File: src/rtl/dna_pkg.sv
// dna_pkg: shared nucleotide types and constants for the packing and checksum stages
package dna_pkg;

    typedef logic [1:0] base_t;

    // Code 2'b00 carries weight 4 in the checksum; the others weigh their own value
    localparam base_t BASE_0 = 2'b00;
    localparam base_t BASE_1 = 2'b01;
    localparam base_t BASE_2 = 2'b10;
    localparam base_t BASE_3 = 2'b11;

    typedef enum logic {FILL, HOLD} asm_state_e;

    function automatic logic [2:0] base_weight(input base_t b);
        return (b == BASE_0) ? 3'd4 : {1'b0, b};
    endfunction

endpackage

File: src/rtl/dna_word_assembler.sv
// dna_word_assembler: packs N 2-bit bases into one 2N-bit word, flushing short frames with pad digits
module dna_word_assembler
    import dna_pkg::*;
#(
    parameter int    N        = 6,
    parameter base_t PAD_BASE = 2'b01
) (
    input  logic                   clk,
    input  logic                   rst,
    input  base_t                  in_base,
    input  logic                   in_valid,
    input  logic                   in_last,
    output logic                   in_ready,
    output logic [2*N-1:0]         word_out,
    output logic [$clog2(N+1)-1:0] word_len,
    output logic                   word_last,
    output logic                   word_valid,
    input  logic                   word_ready
);

    localparam int CW = $clog2(N);
    localparam int LW = $clog2(N + 1);

    asm_state_e    state;
    logic [CW-1:0] cnt;
    logic          accept;
    logic          close;

    assign in_ready   = (state == FILL);
    assign word_valid = (state == HOLD);
    assign accept     = in_valid && in_ready;
    assign close      = accept && (in_last || cnt == CW'(N - 1));

    // Digit capture, pad fill on the closing base, and FILL/HOLD sequencing
    always_ff @(posedge clk or posedge rst) begin
        if (rst) begin
            state     <= FILL;
            cnt       <= '0;
            word_out  <= '0;
            word_len  <= '0;
            word_last <= 1'b0;
        end else if (state == FILL) begin
            if (accept) begin
                for (int k = 0; k < N; k++) begin
                    if (CW'(k) == cnt)
                        word_out[2*k +: 2] <= in_base;
                    else if (close && CW'(k) > cnt)
                        word_out[2*k +: 2] <= PAD_BASE;
                end
                cnt <= cnt + 1'b1;
                if (close) begin
                    state     <= HOLD;
                    word_len  <= LW'(cnt) + LW'(1);
                    word_last <= in_last;
                end
            end
        end else if (word_ready) begin
            state <= FILL;
            cnt   <= '0;
        end
    end

endmodule

File: config.mk
export PLATFORM = sky130hd
export DESIGN_NAME = dna_word_assembler
export DESIGN_NICKNAME = d
export VERILOG_FILES = /design/src/rtl/dna_pkg.sv /design/src/rtl/dna_word_assembler.sv
export SDC_FILE = /design/constraint.sdc
export NUM_CORES = 1
export LEC_CHECK = 0
export BUFFER_PORTS_ARGS = -buffer_cell sky130_fd_sc_hd__buf_2
export CAP_MARGIN = 40
export CORE_MARGIN = 4
export CORE_UTILIZATION = 51
export CTS_CLUSTER_DIAMETER = 30
export DETAILED_ROUTE_END_ITERATION = 7
export PLACE_DENSITY = 0.76
export SLEW_MARGIN = 15
export SYNTH_ARGS = -nofsm -noshare
export SYNTH_HDL_FRONTEND = slang
export SYNTH_SLANG_ARGS = --single-unit
File: constraint.sdc
create_clock -name clk -period 1.85 [get_ports clk]
set_input_delay 0.555 -clock clk [delete_from_list [all_inputs] [get_ports clk]]
set_output_delay 0.555 -clock clk [all_outputs]
set_load 0.02 [all_outputs]
# [Word level (Yosys, flattened, before mapping)]
# Cells that the tools add are included.
[op_classes] n_eq_ne=7 muxes=19 magnitude_cmp=6 bitwise=1 addsub=1 reduce_logical=25
[op_table] operator="2-to-1 mux 2 bit" n=12
[op_table] operator="AND reduction 3 bit" n=7
[op_table] operator="nonzero test 2 bit" n=7
[op_table] operator="2-to-1 mux 3 bit" n=3
[op_table] operator="logical AND 1 bit" n=8
[op_table] operator="== test 2 x 3 -> 1 bit (first input constant)" n=2
[op_table] operator="== test 3 bit (first input constant)" n=2
[op_table] operator="greater-than comparator 1 x 3 -> 1 bit (first input constant)" n=2
[op_table] operator="greater-than comparator 2 x 3 -> 1 bit (first input constant)" n=2
[op_table] operator="greater-than comparator 3 bit (first input constant)" n=2
[op_table] operator="2-to-1 mux 1 bit" n=4
[op_table] operator="adder 3 x 1 -> 3 bit (second input constant)" n=1
[op_table] operator="== test 1 x 3 -> 1 bit (first input constant)" n=1
[op_table] operator="== test 3 bit (second input constant)" n=1
[op_table] operator="logical NOT 3 bit" n=1
[op_table] operator="inequality test 2 bit (second input constant)" n=1
[op_table] operator="AND reduction 2 bit" n=1
[op_table] operator="logical OR 1 bit" n=1
[op_table] operator="inverter 1 bit" n=1
[totals] register_bits=20 word_cells=69 out_inout_bits=18 inputBits=7

# [Depth between registers and ports, before layout]
# Gate-level depths: netlist (run 1).
[logic_depth] word_depth=6 mapped_depth=6 ltp_nobuf=5

# [Worst setup path after synthesis (run 1)]
# Ideal clock, no wire load.
[synth_path] path_type="register to register" start="register state (netlist: word_valid)" end="register word_len[1]" setup_time_ns=0.125 required_ns=1.725 synth_period_minus_slack_ns=1.356 slack_ns=0.494 n_path_buf=2 path_stages_with_launch=6 arrival_time_ns=1.231 path_cell_list="dfrtp_1 -> buf_4 -> nor2b_2 -> buf_6 -> o21ai_4 -> mux2_4"
[synth_via] elab_chain_cells=4
[synth_lines] item="from (decl)" line_no="dna_word_assembler.sv:24" source="asm_state_e state;"
[synth_lines] item="from (signal assigned)" line_no="dna_word_assembler.sv:37" source="state <= FILL;"
[synth_lines] item="from (signal assigned)" line_no="dna_word_assembler.sv:52" source="state <= HOLD;"
[synth_lines] item="from (signal assigned)" line_no="dna_word_assembler.sv:58" source="state <= FILL;"
[synth_lines] item="inverter 1 bit (no line) *"
[synth_lines] item="logical AND 1 bit" line_no="dna_word_assembler.sv:31" source="assign accept = in_valid && in_ready;"
[synth_lines] item="logical AND 1 bit" line_no="dna_word_assembler.sv:32" source="assign close = accept && (in_last || cnt == CW'(N - 1));"
[synth_lines] item="AND reduction 3 bit (no line) *"
[synth_lines] item="to (signal assigned)" line_no="dna_word_assembler.sv:53" source="word_len <= LW'(cnt) + LW'(1);"
[synth_lines] item="to (decl)" line_no="dna_word_assembler.sv:15" source="output logic [$clog2(N+1)-1:0] word_len,"
# Every way passes the cells marked *; elsewhere a longest branch is shown, timed or not.
# A chain may end at the register's enable or synchronous reset.

# [Worst setup path in the final report (run 1)]
[layout_path] start="register state (netlist: word_valid)" end="output in_ready"
[layout_via] elab_chain_cells=1
[layout_lines] item="inverter 1 bit (no line)"
[layout_lines] item="to (decl)" line_no="dna_word_assembler.sv:13" source="output logic in_ready,"
# No other way between the ends.

==> metrics.md, run 1 <==
| Metric | Value |
|---|---|
| Maximum level of the CTS H-tree | 1 |
| TritonCTS Buffers | 3 |
| Post-synthesis cell count | 93 |
| Most used routing layer | met2 |
| Number of global-route vias before repair | 710 |
| Post-route cell area | around 0.0012 sq mm |
| CTS tree | built |
| Sink Count | 20 |
| Sum of overflow across all layers after global routing | 0 |
| Routing usage on met2 | 26.7% |
| Top-Level Pins | 25 |
| Run status | finished clean |
| M1 GR Usage | between 20% and 30% |
| Cell type of the slowest stage on the worst timing path | dfrtp_1 |
| Vert. Die Dim | 53.4 microns |
| Vias post-DR | 764 |
| Slew at the pin closest to its max-slew limit | between 0.4 and 0.5 ns |
| Iter 0 DRT Violations | 30 |
| Initial core utilization | between 50 and 60% |
| Leakage | 0.573 nW |
| Net switching fraction of the power | 41.9% |
| Net count after synthesis | roughly 100 |
| Slack of the critical path | 0.110 ns |
| Critical Path Fanout Max | 9 |
| Dpl ws | ~0.18 ns |
| Pins Over Slew Limit | 0 |
| Post-synthesis sequential area ratio | a little under half |
| Layout Skew | 0.00796 ns |
| DIE AREA | 0.00285 sq mm |
| Placed cell area | ~0.0012 sq mm |
| Ant diodes | 0 |
| Most frequent standard cell in the layout excluding fill and tap cells | buf_2 |
| Number of input and output port buffers inserted | 24 |
| CTS Root Buffer Type | clkbuf_4 |
| Mean instance size in the synthesized netlist | 11.3 sq um |
| Area growth from synthesis to final layout | 12.4% |
| Ys Warns | 0 |
| Site row count | 16 |
| Largest net degree at the start of global routing | 21 |
| Number of nets with antenna violations after detailed routing | 0 |
| Share of the clock period used by the worst path | 94.0% |
| Number of nets in the layout | 127 |
| Drt total wl | 2050 microns |
| Peak clock frequency supported by timing | 575 MHz |
| Post-CTS clock slew at the launch and capture registers of the worst setup and hold paths | roughly 0.11 ns |
| Top library cells by usage in the layout, fill and taps aside | 24 x buf_2, 20 x dfrtp_1, 9 x nand2_1, 9 x inv_1, 6 x o21ai_0 |
| Internal | around 990 uW |
| Min cycle time layout | 1.74 ns |
| Maximum resistive drop on vdd | 743 uV |
| Worst path max stage delay | 0.59 ns |
| GR met3 Demand/Resource | about 3.7% |
| Initial antenna violation count | 0 |
| Unrepaired setup endpoints after global routing | false |
| Cell area after synthesis | 0.00105 sq mm |
| Gate power share | between 40% and 50% |
| Number of vias per cell after detailed routing | 5.38 |
| R2R depth | 3 |
| Standard cell core area | 0.00196 sq mm |
| Worst relative slew slack | 71.6% |
| Worst path required time | between 1 and 1.5 ns |
| Maximum capacitance violations | 0 |
| Global-route total usage across every layer | 16.9% |
| Sw power | between 700 and 800 uW |
| Clock share of power | 12.0% |
| Number of detailed-route iterations in the first pass | 4 |
| Clock buffer depth | 2 |
| Detailed-placement wirelength estimate | 1540 microns |
| Worst hold path class | in -> async |
| CP endpoint kind | output port |
| Crit path DAT | 1.18 ns |
| Launching element type of the critical path | flop |
| Post-route setup TNS | 0 ns |
| Path type of the worst setup path | reg -> out |
| WL/cell | 14.4 microns |
| Wire length of the first global-routing pass | approximately 3400 microns |
| Clock latency reported for the late side of the worst-skew pair | ~0.3 ns |
| Fraction of final layout cells sized beyond drive strength 1 | about a third |
| Chip width | 53.4 microns |
| Routability congestion estimate from global placement | 0.739 |
| Fraction of power consumed by sequential logic | 43.9% |
| List of cells traversed by the critical path | inv_1 > buf_2 |
| Number of hold violations in the final report | 0 |
| Hold bufs inserted after CTS | 0 |
| Number of synthesized register bits | 20 |
| Pwr/cell area | 1440 mW/mm^2 |
| Post-cts sizing count | 0 |
| Remaining design rule violation count | 0 |
| Post-CTS Repair Setup Buffers | 0 |
| Final setup fails | 0 |
| Count of distinct cell types in the synthesized netlist | 37 |
==> critical path: cells and delay by family (launching register included) <==
| kind | cells | cell delay (ns) |
|---|---|---|
| flops | 1 | 0.59 |
| buf+inv | 2 | 0.29 |
==> cell type report <==
class / instances / area (sq um)
Tap cell: 27 / 33.8
Timing Repair Buffer: 25 / 128
Sequential cell: 20 / 500
Fill cell: 194 / 782
Inverter: 9 / 33.8
Clock buffer: 3 / 22.5
Multi-Input combinational cell: 58 / 462
==> cell families after synthesis <==
kind of cell	share of synthesized area [%]
muxes	3.81
and+or+nand+nor	14.1
DFF	47.7
xor gates and xnor gates	0.834
buffers and inverters	8.34
adders and majority gates	3.58
AOI/OAI and AO/OA	21.7
==> state kept, by name (all words and copies together) (netlist names) <==
register    flops
word_last       1
word_len        3
word_out       12
word_valid      1
cnt             3
==> cells in the mapped netlist <==
cell type / count / area [sq um]
nor3b_4: 1 / 18.8
buf_4: 2 / 15.0
o211ai_1: 1 / 7.51
o22ai_1: 1 / 6.26
nor2b_1: 1 / 6.26
and2b_1: 1 / 7.51
nor2b_2: 1 / 8.76
o21ai_4: 1 / 16.3
dfrtp_1: 20 / 500
mux2_4: 2 / 30.0
nand2_1: 9 / 33.8
nand3_1: 2 / 10.0
and3b_1: 1 / 8.76
o21a_1: 2 / 15.0
ha_1: 3 / 37.5
inv_1: 9 / 33.8
nand4b_1: 1 / 8.76
a22o_2: 1 / 10.0
a21boi_0: 1 / 7.51
and3_1: 1 / 6.26
xor2_1: 1 / 8.76
nor4b_4: 1 / 23.8
a22o_1: 1 / 8.76
buf_6: 3 / 33.8
nor3b_1: 1 / 7.51
o2bb2ai_1: 1 / 8.76
a21oi_1: 4 / 20.0
a31oi_1: 1 / 6.26
nor2_1: 2 / 7.51
a21o_2: 1 / 8.76
buf_2: 1 / 5.00
a32o_1: 3 / 30.0
mux2i_1: 1 / 10.0
a2bb2oi_2: 2 / 30.0
o21ai_1: 1 / 5.00
a2bb2oi_1: 2 / 17.5
o21ai_0: 6 / 30.0
==> power by group through the flow <==
stage | combinational [mW] | sequential (mW) | clock [mW]
CTS | 0.761 | 0.749 | 0.212
detailed placement | 0.757 | 0.758 | 0
global placement | 0.741 | 0.746 | 0
floorplan | 0.472 | 0.850 | 0
finish | 0.750 | 0.748 | 0.204
global route | 0.812 | 0.776 | 0.228
==> layer usage <==
layer	part of all wire, %	wire (microns)
met3	5.0	102
met1	46	939
met5	0	0
met4	0.49	10
met2	49	996
==> per-stage QoR <==
step	hold WS [ns]	instances	util (%)	power, mW
after floorplan	0.519	93	-	1.32
after global placement	0.474	139	59.0	1.49
after detailed placement	0.468	139	59.0	1.52
after CTS	0.254	142	60.1	1.72
after global routing	0.279	142	60.1	1.82
final	0.253	142	60.1	1.70
==> final timing paths <==
check	endpoint	from	slack (ns)
setup / recovery	in_ready	word_valid	0.11
hold / removal	word_valid	rst	0.25
setup reg to reg	word_len[2]	word_valid	0.33
hold reg to reg	word_last	word_last	0.51
max in group asynchronous	word_out[3]	rst	1.38
min in group clk	word_valid	word_ready	0.46
Power figures use the tool's default switching activity.
==> run 2, diff against run 1 <==
ABC_AREA = 1   (was not set)
CORE_UTILIZATION = 52   (was 51)
PLACE_DENSITY = 0.78   (was 0.76)
==> metrics.md, run 2 <==
| Metric | Value |
|---|---|
| CTS Root Buffer Type | clkbuf_4 (unchanged) |
| Leakage | 0.716 nW (was 0.573 nW) |
| CTS tree | built (unchanged) |
| Clock latency reported for the late side of the worst-skew pair | 0.30 ns (about the same) |
| WL/cell | 11.1 microns (was 14.4 microns) |
| Post-synth top flop | dfrtp_1 (unchanged) |
| Cell taking the most area after synthesis | dfrtp_1 (unchanged) |
| Share of flip-flops with an asynchronous set or reset after synthesis | 100% (unchanged) |
| Hold bufs inserted after CTS | 0 (unchanged) |
| Largest net degree at the start of global routing | 21 (unchanged) |
| Number of hold violations in the final report | 0 (unchanged) |
| Area share of the leading cell type in the synthesized netlist | 47.1% (was 47.7%) |
| Worst path max stage delay | 0.47 ns (was 0.59 ns) |
| Top-Level Pins | 25 (unchanged) |
| Ys Warns | 0 (unchanged) |
| Fill count | 184 (was 194) |
| Pins Over Slew Limit | 0 (unchanged) |
| Final cell count without fillers | 183 (was 142) |
| Fraction of final layout cells sized beyond drive strength 1 | 28.2% (was 33.0%) |
| Vias post-DR | 872 (was 764) |
| Library cell with the highest instance count after synthesis | nand2_1 (was dfrtp_1) |
| Initial core utilization | 54.2% (was 53.5%) |
| Share of the clock period used by the worst path | 86.8% (was 94.0%) |
| Worst reg2reg path startpoint | cnt[0] (was word_valid) |
| Setup slack on the worst flop-to-flop path | 0.42 ns (was 0.33 ns) |
| Flip-flop count of the largest register, all copies and words added | 12 (unchanged) |
| Sum of overflow across all layers after global routing | 0 (unchanged) |
| Number of nets with antenna violations after detailed routing | 0 (unchanged) |
| TritonCTS Buffers | 3 (unchanged) |
| Wire length of the first global-routing pass | 3600 microns (was 3380 microns) |
| Count of distinct cell types in the synthesized netlist | 19 (was 37) |
| R2R depth | 7 (was 3) |
| Worst hold path class | in -> async (unchanged) |
| Worst-case hold slack | 0.254 ns (was 0.253 ns) |
| Post-synthesis sequential area ratio | 47.1% (was 47.7%) |
| Post-route setup TNS | 0 ns (unchanged) |
| Number of detailed-route iterations in the first pass | 4 (unchanged) |
| Iter 0 DRT Violations | 16 (was 30) |
| Site row count | 16 (unchanged) |
| Biggest registers after layout | word_out x12, cnt x3, word_len x3 (unchanged) |
| Vert. Die Dim | 53.2 microns (was 53.4 microns) |
| Most frequent standard cell in the layout excluding fill and tap cells | nand2_1 (was buf_2) |
| Unrepaired setup endpoints after global routing | false (unchanged) |
| Maximum level of the CTS H-tree | 1 (unchanged) |
| Clock share of power | 13.4% (was 12.0%) |
| List of cells traversed by the critical path | inv_1 > buf_2 (unchanged) |
| Routability congestion estimate from global placement | 0.829 (was 0.739) |
| Number of global-route vias before repair | 857 (was 710) |
| Global-route total usage across every layer | 17.0% (was 16.9%) |
| Area growth from synthesis to final layout | 16.5% (was 12.4%) |
| Number of enable flip-flop cells after synthesis | 0 (unchanged) |
| Min cycle time layout | 1.61 ns (was 1.74 ns) |
| Number of nets in the layout | 167 (was 127) |
| Largest reg by FF count | word_out (unchanged) |
| Final setup fails | 0 (unchanged) |
| Crit Reg-Reg Endpoint | word_out[1] (was word_len[2]) |
| Cell area after synthesis | 0.00106 sq mm (was 0.00105 sq mm) |
| Number of synthesized register bits | 20 (unchanged) |
| Cell types occupying the most area after synthesis | dfrtp_1 47%, nand2_1 18%, nand3_1 7.5% (was dfrtp_1 48%, ha_1 3.6%, inv_1 3.2%) |
| CP endpoint kind | output port (unchanged) |
| Ant diodes | 0 (unchanged) |
| Path type of the worst setup path | reg -> out (unchanged) |
| Net count after synthesis | 139 (was 103) |
| Clock buffer depth | 2 (unchanged) |
| Number of input and output port buffers inserted | 24 (unchanged) |
| Post-CTS Repair Setup Buffers | 0 (unchanged) |
| Post-CTS clock slew at the launch and capture registers of the worst setup and hold paths | 0.12 ns (was 0.11 ns) |
| Fraction of power consumed by sequential logic | 39.2% (was 43.9%) |
| Detailed-placement wirelength estimate | 1550 microns (was 1540 microns) |
| Cell type of the slowest stage on the worst timing path | dfrtp_1 (unchanged) |
| Sw power | 884 uW (was 713 uW) |
| Chip width | 53.2 microns (was 53.4 microns) |
| Sink Count | 20 (unchanged) |
| Internal | 1.04 mW (was 989 uW) |
| Run status | finished clean (unchanged) |
| Maximum resistive drop on vdd | 788 uV (was 743 uV) |
| Gate power share | 47.4% (was 44.1%) |
| Layout Skew | 0.00197 ns (was 0.00796 ns) |
| Critical Path Fanout Max | 4 (was 9) |
| DIE AREA | 0.00283 sq mm (was 0.00285 sq mm) |
| Slew at the pin closest to its max-slew limit | 0.402 ns (was 0.423 ns) |
| Drt total wl | 2030 microns (was 2050 microns) |
| Initial antenna violation count | 0 (unchanged) |
| Post-cts sizing count | 0 (unchanged) |
| Top library cells by usage in the layout, fill and taps aside | 50 x nand2_1, 24 x buf_2, 20 x dfrtp_1, 16 x nand3_1, 9 x inv_1 (was 24 x buf_2, 20 x dfrtp_1, 9 x nand2_1, 9 x inv_1, 6 x o21ai_0) |
| Number of vias per cell after detailed routing | 4.77 (was 5.38) |
| Pwr/cell area | 1560 mW/mm^2 (was 1440 mW/mm^2) |
| Net switching fraction of the power | 45.8% (was 41.9%) |
| Post-placement cell count | 179 (was 139) |
| Worst relative slew slack | 73.2% (was 71.6%) |
| Mean instance size in the synthesized netlist | 8.24 sq um (was 11.3 sq um) |
| Standard cell core area | 0.00196 sq mm (unchanged) |
| Maximum capacitance violations | 0 (unchanged) |
| Post-synthesis cell count | 129 (was 93) |
| Remaining design rule violation count | 0 (unchanged) |
| Peak clock frequency supported by timing | 623 MHz (was 575 MHz) |
| Worst path required time | 1.29 ns (about the same) |
| Launching element type of the critical path | flop (unchanged) |
| Crit path DAT | 1.05 ns (was 1.18 ns) |
| Top post-synthesis cells by count | 50 x nand2_1, 20 x dfrtp_1, 16 x nand3_1 (was 20 x dfrtp_1, 9 x inv_1, 9 x nand2_1) |
[run 2: cell types whose count changed in the layout (fill, tap and decap cells not counted), sizes merged, moves of 3 or more]
cell	before	now
a21oi	4	1
a2bb2oi	4	0
a32o	3	0
inv	9	13
nand2	9	56
nand3	2	19
nor2	2	5
[run 2: final cells by class]
cell class,count,area [sq um],area share [%]
repair buffers,25,128,10.3
multi-input cells,94,492,39.7
inverters,13,48.8,3.94
well taps,27,33.8,2.73
flip-flops and latches,20,500,40.4
clock buffers,4,36.3,2.93
[run 2: power by group through the flow]
| stage | Combinational, mW | Clock [mW] | Sequential [mW] |
|---|---|---|---|
| after floorplan | 0.500 | 0 | 0.930 |
| after global placement | 0.894 | 0 | 0.760 |
| after detailed placement | 0.922 | 0 | 0.766 |
| after CTS | 0.925 | 0.260 | 0.755 |
| after global routing | 1.03 | 0.282 | 0.779 |
| final | 0.914 | 0.258 | 0.755 |
[run 2: worst max-delay path: cells and delay by family (launching register included)]
kind / cells / cell delay (ns)
buffers and inverters: 2 / 0.28
DFF: 1 / 0.47
[run 2: how the worst max path moves through the flow]
stage                    start           end  slack [ns]  depth (start not counted)
floorplan           word_valid      in_ready        0.54                          1
global placement      in_valid  word_out[11]        0.43                          8
detailed placement    in_valid  word_out[10]        0.39                          8
CTS                 word_valid      in_ready        0.24                          2
global route        word_valid      in_ready        0.19                          2
finish              word_valid      in_ready        0.24                          2
[run 2: cells by family after synthesis]
logic type	synth area share (%)
simple gates	38.6
flops	47.1
buf+inv	6.71
compound gates	3.29
fa+ha+maj	3.53
xor+xnor	0.824
[run 2: through the flow]
step	total power, mW	utilization (%)	instance area (sq um)	setup WS, ns
3_5_place_dp	1.69	61.3	1200	0.394
3_3_place_gp	1.65	61.3	1200	0.429
2_1_floorplan	1.43	-	1060	0.536
4_1_cts	1.94	63.1	1240	0.239
6_report	1.93	63.1	1240	0.244
5_1_grt	2.09	63.1	1240	0.186
[run 2: per-layer routing]
layer  up-vias  track usage [%]  wire [microns]  share of wire, %
li1        463                -               -                 -
met1       394             20.9             936                46
met2        13             30.0            1020                50
met3         2             2.82              65               3.2
met4         0             5.11              12              0.59
met5         -                0               0                 0
